$ cat config.mk
export PLATFORM = sky130hd
export DESIGN_NAME = pipe_skid_stage
export DESIGN_NICKNAME = d
export VERILOG_FILES = /design/src/rtl/pipe_skid_stage.sv
export SDC_FILE = /design/constraint.sdc
export NUM_CORES = 1
export LEC_CHECK = 0
export CAP_MARGIN = 10
export CORE_MARGIN = 1.5
export CORE_UTILIZATION = 40
export DETAILED_ROUTE_END_ITERATION = 10
export PLACE_DENSITY = 0.68
export SLEW_MARGIN = 20
export SYNTH_ARGS = -nofsm -noshare
export SYNTH_HDL_FRONTEND = slang
export SYNTH_SLANG_ARGS = --single-unit
$ cat constraint.sdc
create_clock -name clk_i -period 12.2 [get_ports clk_i]
set_clock_uncertainty 0.15 [all_clocks]
set_input_delay 3.05 -clock clk_i [delete_from_list [all_inputs] [get_ports clk_i]]
set_output_delay 3.05 -clock clk_i [all_outputs]
set_load 0.005 [all_outputs]
$ cat src/rtl/pipe_skid_stage.sv
// pipe_skid_stage: elastic pipeline register with a two-entry skid buffer.
// Holds one opaque payload per entry; the stage wrappers pack their fields into it.
// ready_o is decoded purely from the state flop, so there is no
// ready_i -> ready_o combinational path, and a single stall cycle is absorbed
// by the skid entry without losing throughput.
module pipe_skid_stage #(
    parameter int unsigned DataWidth        = 64,
    parameter bit          ClearDataOnReset = 1'b0,
    parameter int unsigned StallCntWidth    = 16
) (
    input  logic                     clk_i,
    input  logic                     reset_ni,
    input  logic                     flush_i,
    input  logic                     clear_stats_i,
    input  logic [DataWidth-1:0]     data_i,
    input  logic                     valid_i,
    output logic                     ready_o,
    output logic [DataWidth-1:0]     data_o,
    output logic                     valid_o,
    input  logic                     ready_i,
    output logic [1:0]               count_o,
    output logic [StallCntWidth-1:0] stall_cnt_o
);

    // The encoding doubles as the occupancy count.
    typedef enum logic [1:0] {
        ST_EMPTY = 2'd0,
        ST_ONE   = 2'd1,
        ST_TWO   = 2'd2
    } state_e;

    state_e                   state_reg, state_next;
    logic [DataWidth-1:0]     main_reg, main_next;
    logic [DataWidth-1:0]     skid_reg, skid_next;
    logic [StallCntWidth-1:0] stall_cnt_reg, stall_cnt_next;

    logic acc;
    logic drn;
    logic stall;

    // Output decode: ready_o depends only on the state flop.
    assign ready_o     = (state_reg != ST_TWO);
    assign valid_o     = (state_reg != ST_EMPTY) & ~flush_i;
    assign data_o      = main_reg;
    assign count_o     = state_reg;
    assign stall_cnt_o = stall_cnt_reg;

    // A beat offered during flush is dropped even when ready_o reads 1,
    // because flush overrides every transition below.
    assign acc   = valid_i & ready_o;
    assign drn   = valid_o & ready_i;
    assign stall = (state_reg != ST_EMPTY) & ~flush_i & ~ready_i;

    // Next-state and payload steering; the main entry is always the oldest beat.
    always_comb begin
        state_next = state_reg;
        main_next  = main_reg;
        skid_next  = skid_reg;
        if (flush_i) begin
            state_next = ST_EMPTY;
            if (ClearDataOnReset) begin
                main_next = '0;
                skid_next = '0;
            end
        end else begin
            case (state_reg)
                ST_EMPTY: begin
                    if (acc) begin
                        main_next  = data_i;
                        state_next = ST_ONE;
                    end
                end
                ST_ONE: begin
                    if (acc && drn) begin
                        main_next = data_i;
                    end else if (acc) begin
                        skid_next  = data_i;
                        state_next = ST_TWO;
                    end else if (drn) begin
                        state_next = ST_EMPTY;
                    end
                end
                ST_TWO: begin
                    // ready_o is low here, so no accept can coincide with the drain.
                    if (drn) begin
                        main_next  = skid_reg;
                        state_next = ST_ONE;
                    end
                end
                default: begin
                    state_next = ST_EMPTY;
                end
            endcase
        end
    end

    // Saturating stall counter; clear wins over a simultaneous stall.
    always_comb begin
        stall_cnt_next = stall_cnt_reg;
        if (clear_stats_i) begin
            stall_cnt_next = '0;
        end else if (stall && !(&stall_cnt_reg)) begin
            stall_cnt_next = stall_cnt_reg + StallCntWidth'(1);
        end
    end

    // State and statistics registers; reset overrides flush, clear and handshakes.
    always_ff @(posedge clk_i) begin
        if (!reset_ni) begin
            state_reg     <= ST_EMPTY;
            stall_cnt_reg <= '0;
        end else begin
            state_reg     <= state_next;
            stall_cnt_reg <= stall_cnt_next;
        end
    end

    // Payload registers: optionally cleared on reset, otherwise reset-free.
    generate
        if (ClearDataOnReset) begin : g_data_clr
            // Payload storage with synchronous clear.
            always_ff @(posedge clk_i) begin
                if (!reset_ni) begin
                    main_reg <= '0;
                    skid_reg <= '0;
                end else begin
                    main_reg <= main_next;
                    skid_reg <= skid_next;
                end
            end
        end else begin : g_data_hold
            // Payload storage without reset; contents are only observed while valid_o=1.
            always_ff @(posedge clk_i) begin
                main_reg <= main_next;
                skid_reg <= skid_next;
            end
        end
    endgenerate

endmodule

# Word-level counts from Yosys, hierarchy flattened
# Index checks and enable logic that the tools add are counted.
dict set report classes {
  add_sub_neg 1
  mul 0
  div_mod_pow 0
  n_lt_le_gt_ge 0
  eq_ne 8
  n_shift 0
  muxes 10
  bitwise 8
  n_reduce_logical 12
}
# op count
set ops {}
lappend ops {{two-way mux 64 bit} 3}
lappend ops {{one-hot mux 64 bit (3 select lines)} 1}
lappend ops {{adder 16 x 1 -> 16 bit, second input constant} 1}
lappend ops {{AND reduction 16 bit} 1}
lappend ops {{two-way mux 2 bit} 5}
lappend ops {{inequality test 2 bit, second input constant} 5}
lappend ops {{AND reduction 4 bit} 2}
lappend ops {{one-hot mux 2 bit (3 select lines)} 1}
lappend ops {{AND reduction 5 bit} 1}
lappend ops {{bitwise AND 1 bit} 4}
lappend ops {{NOT 1 bit} 4}
lappend ops {{OR reduction 2 bit} 2}
lappend ops {{inequality test 3 bit, second input constant} 1}
lappend ops {{nonzero test 3 bit} 1}
lappend ops {{equality test 2 x 1 -> 1 bit, second input constant} 1}
lappend ops {{equality test 2 bit, second input constant} 1}
lappend ops {{logical AND 1 bit} 2}
lappend ops {{zero test 2 bit} 1}
lappend ops {{nonzero test 2 bit} 1}
lappend ops {{zero test 1 bit} 1}
dict set report totals {
  reg_bits 146
  latchBits 0
  ram_bits 0
  mem_bits_ro 0
  input_bits 70
  output_inout_bits 84
  elab_cells 43
  memories 0
}

# Depth between registers and ports, before layout
# Gate-level depths: netlist of the first run.
dict set report depth {
  depth_word 7
  mapped_depth 7
  ltp_nobuf 5
}

# Worst setup path after synthesis of the first run
# No wires, ideal clock.
dict set report synth_timing {
  path_kind {in2reg}
  from {input ready_i}
  to {register skid_reg[0], enable pin}
  setup_ns 0.579
  arrival_ns 7.896
  required_ns 11.471
  path_slack_ns 3.575
  path_stages 2
  n_path_buf 0
  cell_sequence {nand2b_1 nor3b_1}
}
dict set report synth_via {
  elab_chain_cells 4
}
# item line_no
set synth_rtl {}
lappend synth_rtl {{start, declared} 20} ;# input logic ready_i,
lappend synth_rtl {{bitwise AND 1 bit} 51} ;# assign drn = valid_o & ready_i;
lappend synth_rtl {{logical AND 1 bit} 74} ;# if (acc && drn) begin
lappend synth_rtl {{NOT 1 bit (no line)} n/a}
lappend synth_rtl {{AND reduction 4 bit (no line)} n/a}
lappend synth_rtl {{end signal, assigned} 135} ;# skid_reg <= skid_next;
lappend synth_rtl {{end, declared} 34} ;# logic [DataWidth-1:0] skid_reg, skid_next;
# No other way between the ends.
# A chain may end at the register's enable or synchronous reset.

# Worst setup path in the final report of the first run
dict set report layout_timing {
  from {input flush_i}
  to {output valid_o}
}
dict set report layout_via {
  elab_chain_cells 2
}
# item line_no
set layout_rtl {}
lappend layout_rtl {{start, declared} 13} ;# input logic flush_i,
lappend layout_rtl {{NOT 1 bit (no line)} n/a}
lappend layout_rtl {{bitwise AND 1 bit} 43} ;# assign valid_o = (state_reg != ST_EMPTY) & ~flush_i;
lappend layout_rtl {{end, declared} 19} ;# output logic valid_o,
# No other way between the ends.

==> results of run 1 <==
## through the flow
step / total power (uW) / cell area, um2 / worst slack (ps)
6_report: 1090 / 7890 / 4420
5_1_grt: 1120 / 7890 / 4350
4_1_cts: 1100 / 7890 / 4420
3_5_place_dp: 641 / 7380 / 4440
3_3_place_gp: 639 / 7380 / 4460
2_1_floorplan: 592 / 5650 / 3570
## worst max path at each step
stage / startpoint / to / slack, ps / cells after the start
after floorplan: ready_i / skid_reg[0]$_DFFE_PP_ / 3570 / 2
after global placement: flush_i / valid_o / 4460 / 3
after detailed placement: flush_i / valid_o / 4440 / 3
after CTS: flush_i / valid_o / 4420 / 3
after global routing: flush_i / valid_o / 4350 / 3
final: flush_i / valid_o / 4420 / 3
## worst reg2reg max path, cell delays in order (launching register included)
cell	delay, ps
dfxtp_1	450
nor2b_4	200
buf_4	670
mux2_2	480
## power by group through the flow
| stage | clock (uW) | combinational (uW) | sequential (uW) |
|---|---|---|---|
| 2_1_floorplan | 0 | 18.5 | 574 |
| 3_3_place_gp | 0 | 68.1 | 571 |
| 3_5_place_dp | 0 | 69.5 | 571 |
| 4_1_cts | 467 | 70.2 | 561 |
| 5_1_grt | 487 | 74.2 | 562 |
| 6_report | 455 | 68.9 | 561 |
## cell usage after synthesis (all sizes together) (2+ instances only)
cell type    n
edfxtp     128
nand2        8
a21oi       15
or3          2
inv          5
nor2b        2
nor3b        2
nand3        6
o31ai        9
nor4         2
mux2        65
nor3         4
o21ai        3
nand2b       3
and4         2
buf         11
dfxtp       18
and3         3
nand4        6
o21a         2
or4          8
## layout make-up
cell class | count | share of cell area
well taps | 180 | 0.0285
inverters | 5 | 0.00238
flip-flops and latches | 146 | 0.533
clock inverters | 6 | 0.00777
repair buffers | 157 | 0.198
multi-input cells | 156 | 0.174
clock buffers | 23 | 0.0567
## logic make-up after synthesis
group                    Yosys count  synth area share
flip-flops                       146             0.744
multiplexers                      66             0.131
AND/OR/NAND/NOR                   54            0.0659
buffers and inverters             17            0.0175
AO/OA/AOI/OAI                     35            0.0396
adder cells (fa/ha/maj)            1           0.00221
## routing by layer
metal  vias to the layer above  share of wire  GRT usage
met4                         0          0.020     0.0684
met5                         -              0          0
met3                        20          0.072     0.0510
li1                       1607              -          -
met2                       129           0.46      0.244
met1                      1715           0.45      0.211
==> impl_metrics.xml, run 1 <==
<?xml version="1.0" encoding="UTF-8"?>
<metrics>
  <group name="clock_network">
    <metric name="clock_transition_time_at_the_flip_flop_clock_pins_of_the_worst_setup_and_hold_paths" unit="ps">60</metric>
    <metric name="cts_buffer_depth" unit="">2</metric>
    <metric name="tritoncts" unit="">done</metric>
    <metric name="ctsRootBufferMaster" unit="">clkbuf_16</metric>
    <metric name="post_cts_hold_buffer_count" unit="">0</metric>
    <metric name="htree_levels" unit="">4</metric>
    <metric name="clock_sinks" unit="">146</metric>
    <metric name="post_cts_repair_resize_count" unit="">0</metric>
    <metric name="post_cts.repair.setup_buffers" unit="">0</metric>
    <metric name="clock_buffers_created_by_tritoncts" unit="">17</metric>
    <metric name="worstSkewPairLatency" unit="ps">410</metric>
  </group>
  <group name="synthesis">
    <metric name="netlist_instances" unit="">319</metric>
    <metric name="synth_top_cells_by_area" unit="">edfxtp_1 (68%), mux2_2 (13%), dfxtp_1 (6.4%)</metric>
    <metric name="post_synth_num_cell_types" unit="">44</metric>
    <metric name="postSynthAreaPerCell" unit="um2">17.7</metric>
    <metric name="synth.ff_latch_count" unit="">146</metric>
    <metric name="asyncSetResetFlopFracSynth" unit="">0</metric>
    <metric name="synthDominantAreaCellType" unit="">edfxtp_1</metric>
    <metric name="dominantRegCellSynth" unit="">edfxtp_1</metric>
    <metric name="ys_warn_count" unit="">0</metric>
    <metric name="synthesis.area" unit="um2">5650</metric>
    <metric name="yosysSeqAreaShare" unit="">0.744</metric>
    <metric name="synth_edf_count" unit="">128</metric>
    <metric name="synth.net_count" unit="">390</metric>
    <metric name="yosysTopAreaCellShare" unit="">0.680</metric>
  </group>
  <group name="worst_setup_path">
    <metric name="worstRegToRegCells" unit="">3</metric>
    <metric name="r2r_end" unit="">data_o[11]$_DFFE_PP_</metric>
    <metric name="critical_path.endpoint_type" unit="">primary output</metric>
    <metric name="critPathMaxStageDelay" unit="ps">560</metric>
    <metric name="critical_path_required" unit="ps">9000</metric>
    <metric name="worst-setup-path-type" unit="">in2out</metric>
    <metric name="worst_r2r_startpoint" unit="">count_o[1]$_SDFFE_PP0P_</metric>
    <metric name="critPathMaxFanout" unit="">6</metric>
    <metric name="critical_path.top_delay_family" unit="">buffers and inverters</metric>
    <metric name="rrSetupSlack" unit="ps">9990</metric>
    <metric name="worstSetupStartpointType" unit="">primary input</metric>
    <metric name="timing.critical_path.cells" unit="">clkdlybuf4s50_1 -&gt; o21ba_1 -&gt; clkdlybuf4s50_1</metric>
    <metric name="slowest_stage" unit="">clkdlybuf4s50_1</metric>
    <metric name="worst_ep_arrival_time" unit="ps">4580</metric>
    <metric name="worst-path-buf-inv" unit="">2</metric>
    <metric name="cpMostUsedCell" unit="">clkdlybuf4s50_1</metric>
  </group>
  <group name="layout">
    <metric name="post_layout_nonfiller_instances" unit="">673</metric>
    <metric name="layout-area-overhead-vs-synth" unit="%">39.6</metric>
    <metric name="multi_input_area" unit="um2">1380</metric>
    <metric name="final_common_cell" unit="">clkdlybuf4s50_1</metric>
    <metric name="filler_cell_count" unit="">1074</metric>
    <metric name="most-common-layout-cells" unit="">clkdlybuf4s50_1 (153), edfxtp_1 (128), mux2_2 (65)</metric>
    <metric name="nets" unit="">554</metric>
    <metric name="post_route_cells_drive_above_1_share" unit="">0.207</metric>
    <metric name="ff_latch_area" unit="um2">4200</metric>
    <metric name="final_core_util" unit="">0.571</metric>
    <metric name="antenna-diode-count" unit="">0</metric>
  </group>
  <group name="routing">
    <metric name="detailed_routing_iteration_count_for_the_pre_antenna_repair_pass" unit="">6</metric>
    <metric name="ant_nets" unit="">0</metric>
    <metric name="drt-wirelength-per-cell" unit="um">17.1</metric>
    <metric name="drt-initial-drc-count" unit="">220</metric>
    <metric name="residual_drc" unit="">0</metric>
    <metric name="detail_route.wirelength" unit="um">11500</metric>
    <metric name="route.detailed.vias_per_inst" unit="">5.16</metric>
    <metric name="routed-via-count" unit="">3471</metric>
  </group>
  <group name="placed_design">
    <metric name="io_buffers" unit="">153</metric>
    <metric name="globalplace.congestion" unit="">0.827</metric>
    <metric name="dp.final_hpwl" unit="um">7250</metric>
    <metric name="placedCellCount" unit="">644</metric>
  </group>
  <group name="hold_path">
    <metric name="min_path_cells" unit="">2</metric>
    <metric name="worst_hold_path_type" unit="">reg2reg</metric>
    <metric name="worst_hold_startpoint" unit="">stall_cnt_o[15]$_SDFFE_PP0P_</metric>
    <metric name="hold_path_end" unit="">stall_cnt_o[15]$_SDFFE_PP0P_</metric>
  </group>
  <group name="die">
    <metric name="placementRows" unit="">43</metric>
    <metric name="ios" unit="">154</metric>
    <metric name="initial_cell_density_of_the_core" unit="">0.409</metric>
    <metric name="core-area" unit="um2">13800</metric>
    <metric name="dieHeight" unit="um">122</metric>
    <metric name="fp.dieArea" unit="um2">14900</metric>
    <metric name="die_width" unit="um">122</metric>
  </group>
  <group name="pwr">
    <metric name="peakVddDrop" unit="mV">0.0976</metric>
    <metric name="power_per_cell_area" unit="nW/um2">137</metric>
    <metric name="power.share.clock" unit="">0.420</metric>
    <metric name="p_leak" unit="uW">0.00256</metric>
    <metric name="power_frac_comb" unit="">0.064</metric>
    <metric name="power.internal" unit="uW">878</metric>
    <metric name="total_switching_power" unit="uW">207</metric>
    <metric name="seqPwrFrac" unit="">0.517</metric>
    <metric name="switching_share" unit="">0.190</metric>
  </group>
  <group name="timing">
    <metric name="finalHoldWorstSlack" unit="ps">367</metric>
    <metric name="slew-limit-headroom" unit="">0.396</metric>
    <metric name="grt_setup_unrepaired" unit="">no</metric>
    <metric name="max_slew.worst_pin.slew" unit="ps">906</metric>
    <metric name="hold_violations" unit="">0</metric>
    <metric name="fin_setup_tns" unit="ps">0</metric>
    <metric name="min_period" unit="ps">7780</metric>
    <metric name="clock.fmax" unit="MHz">129</metric>
    <metric name="setup_viol_count_final" unit="">0</metric>
    <metric name="timing.final.crit_share" unit="">0.637</metric>
    <metric name="max_slew_violation_total_from_the_final_report" unit="">0</metric>
  </group>
  <group name="grt">
    <metric name="grt_max_degree" unit="">66</metric>
    <metric name="wire_length_of_the_first_global_routing_pass" unit="um">17800</metric>
    <metric name="grt_pass1_vias" unit="">3454</metric>
    <metric name="grt_overflow_total" unit="">0</metric>
    <metric name="antenna_found_initial" unit="">0</metric>
    <metric name="grt_usage" unit="">0.160</metric>
  </group>
  <group name="outcome">
    <metric name="run_status" unit="">finished, final reports clean</metric>
  </group>
  <group name="flow_run">
    <metric name="max_capacitance_violation_count" unit="">0</metric>
  </group>
</metrics>
No activity file was read; power rests on OpenSTA's default activity.
==> run 2, diff against run 1 <==
PLACE_DENSITY = 0.71   (was 0.68)
clock period = 6.9 ns   (was 12.2 ns; I/O delays follow)
==> run 2 against run 1 <==
Highest routed layer unchanged; cell area is 0.29% higher; clock power is 80% higher; hold slack better by 7.2 ps; sequential share of layout area is 0.15 points lower; die area stayed put.
==> impl_metrics.xml, run 2 (synthesis results as in run 1) <==
<?xml version="1.0" encoding="UTF-8"?>
<metrics>
  <group name="routing">
    <metric name="drt-initial-drc-count" unit="">253</metric>
    <metric name="route.detailed.vias_per_inst" unit="">5.07</metric>
    <metric name="residual_drc" unit="">0</metric>
    <metric name="drt-wirelength-per-cell" unit="um">17.1</metric>
    <metric name="ant_nets" unit="">0</metric>
    <metric name="detail_route.wirelength" unit="um">11500</metric>
    <metric name="routed-via-count" unit="">3428</metric>
    <metric name="detailed_routing_iteration_count_for_the_pre_antenna_repair_pass" unit="">4</metric>
  </group>
  <group name="clock_network">
    <metric name="post_cts_hold_buffer_count" unit="">0</metric>
    <metric name="clock_transition_time_at_the_flip_flop_clock_pins_of_the_worst_setup_and_hold_paths" unit="ps">60</metric>
    <metric name="ctsRootBufferMaster" unit="">clkbuf_16</metric>
    <metric name="post_cts_repair_resize_count" unit="">0</metric>
    <metric name="post_cts.repair.setup_buffers" unit="">0</metric>
    <metric name="clock_buffers_created_by_tritoncts" unit="">17</metric>
    <metric name="htree_levels" unit="">4</metric>
    <metric name="tritoncts" unit="">done</metric>
    <metric name="cts_buffer_depth" unit="">2</metric>
    <metric name="worstSkewPairLatency" unit="ps">420</metric>
    <metric name="clock_sinks" unit="">146</metric>
  </group>
  <group name="timing">
    <metric name="fin_setup_tns" unit="ps">0</metric>
    <metric name="timing.final.crit_share" unit="">0.747</metric>
    <metric name="max_slew_violation_total_from_the_final_report" unit="">0</metric>
    <metric name="clock.fmax" unit="MHz">194</metric>
    <metric name="setup_viol_count_final" unit="">0</metric>
    <metric name="grt_setup_unrepaired" unit="">no</metric>
    <metric name="hold_violations" unit="">0</metric>
    <metric name="max_slew.worst_pin.slew" unit="ps">910</metric>
    <metric name="slew-limit-headroom" unit="">0.393</metric>
    <metric name="min_period" unit="ps">5150</metric>
    <metric name="postLayoutSetupSlackWorst" unit="ps">1750</metric>
  </group>
  <group name="worst_setup_path">
    <metric name="cpMostUsedCell" unit="">clkdlybuf4s50_1</metric>
    <metric name="critical_path_required" unit="ps">5030</metric>
    <metric name="slowest_stage" unit="">clkdlybuf4s50_1</metric>
    <metric name="worst-path-buf-inv" unit="">2</metric>
    <metric name="worst-setup-path-type" unit="">in2out</metric>
    <metric name="critPathMaxStageDelay" unit="ps">560</metric>
    <metric name="worst-path-stages" unit="">3</metric>
    <metric name="worst_ep_arrival_time" unit="ps">3280</metric>
    <metric name="critical_path.endpoint_type" unit="">primary output</metric>
    <metric name="worstSetupStartpointType" unit="">primary input</metric>
    <metric name="timing.critical_path.cells" unit="">clkdlybuf4s50_1 -&gt; o21ba_1 -&gt; clkdlybuf4s50_1</metric>
    <metric name="critPathMaxFanout" unit="">6</metric>
    <metric name="worstRegToRegCells" unit="">3</metric>
    <metric name="critical_path.top_delay_family" unit="">buffers and inverters</metric>
  </group>
  <group name="hold_path">
    <metric name="min_path_cells" unit="">2</metric>
    <metric name="worst_hold_path_type" unit="">reg2reg</metric>
  </group>
  <group name="flow_run">
    <metric name="max_capacitance_violation_count" unit="">0</metric>
  </group>
  <group name="grt">
    <metric name="grt_usage" unit="">0.164</metric>
    <metric name="wire_length_of_the_first_global_routing_pass" unit="um">18000</metric>
    <metric name="grt_pass1_vias" unit="">3468</metric>
    <metric name="antenna_found_initial" unit="">0</metric>
    <metric name="grt_max_degree" unit="">66</metric>
    <metric name="grt_overflow_total" unit="">0</metric>
  </group>
  <group name="layout">
    <metric name="multi_input_area" unit="um2">1380</metric>
    <metric name="ff_latch_area" unit="um2">4200</metric>
    <metric name="layout-area-overhead-vs-synth" unit="%">40.0</metric>
    <metric name="antenna-diode-count" unit="">0</metric>
    <metric name="most-common-layout-cells" unit="">clkdlybuf4s50_1 (153), edfxtp_1 (128), mux2_2 (65)</metric>
    <metric name="post_route_cells_drive_above_1_share" unit="">0.206</metric>
    <metric name="final_common_cell" unit="">clkdlybuf4s50_1</metric>
    <metric name="filler_cell_count" unit="">1050</metric>
    <metric name="nets" unit="">554</metric>
    <metric name="postLayoutCellArea" unit="um2">7920</metric>
  </group>
  <group name="placed_design">
    <metric name="dp.final_hpwl" unit="um">7460</metric>
    <metric name="post_dp_cell_area" unit="um2">7390</metric>
    <metric name="io_buffers" unit="">153</metric>
    <metric name="place_ws" unit="ps">1770</metric>
    <metric name="globalplace.congestion" unit="">0.870</metric>
  </group>
  <group name="die">
    <metric name="dieHeight" unit="um">122</metric>
    <metric name="initial_cell_density_of_the_core" unit="">0.409</metric>
    <metric name="core-area" unit="um2">13800</metric>
    <metric name="ios" unit="">154</metric>
    <metric name="placementRows" unit="">43</metric>
    <metric name="die_width" unit="um">122</metric>
    <metric name="fp.dieArea" unit="um2">14900</metric>
  </group>
  <group name="pwr">
    <metric name="peakVddDrop" unit="mV">0.152</metric>
    <metric name="p_leak" unit="uW">0.00256</metric>
    <metric name="power_per_cell_area" unit="nW/um2">244</metric>
  </group>
  <group name="outcome">
    <metric name="run_status" unit="">finished, final reports clean</metric>
  </group>
</metrics>
-- run 2: final cells by class --
type,count,share of cell area
inverters,5,0.00237
multi-input cells,156,0.174
flip-flops and latches,146,0.531
clock buffers,18,0.0542
repair buffers,157,0.197
well taps,180,0.0284
clock inverters,14,0.0122
-- run 2: per-stage QoR --
step	total power, uW	util	cells	hold WS, ps
after floorplan	1050	-	319	334
after global placement	1130	0.535	644	354
after detailed placement	1130	0.535	644	364
after CTS	1960	0.573	676	386
after global routing	2000	0.573	676	413
final	1930	0.573	676	374
-- run 2: final timing paths --
path                                              startpoint                      endpoint  slack (ps)
worst max-delay path                                 flush_i                       valid_o        1750
worst min-delay path            stall_cnt_o[15]$_SDFFE_PP0P_  stall_cnt_o[15]$_SDFFE_PP0P_         370
worst max register to register       count_o[1]$_SDFFE_PP0P_          data_o[15]$_DFFE_PP_        4680
worst min register to register  stall_cnt_o[15]$_SDFFE_PP0P_  stall_cnt_o[15]$_SDFFE_PP0P_         370
-- run 2: worst register-to-register path, stage by stage, from the launching register on --
cell and delay (ps):
dfxtp_1 450, nor2b_4 200, buf_4 650, mux2_2 520
-- run 2: where the power goes --
part           total [uW]  internal [uW]  switching, uW
Sequential            992            986           6.09
Combinational         122           79.6           42.2
Clock                 818            484            333
Total                1930           1550            382
-- run 2: layer usage --
metal,share of wire,GRT usage,vias to the layer above
li1,-,-,1605
met1,0.44,0.203,1670
met2,0.47,0.262,140
met3,0.074,0.0627,13
met4,0.014,0.0596,0
met5,0,0,-
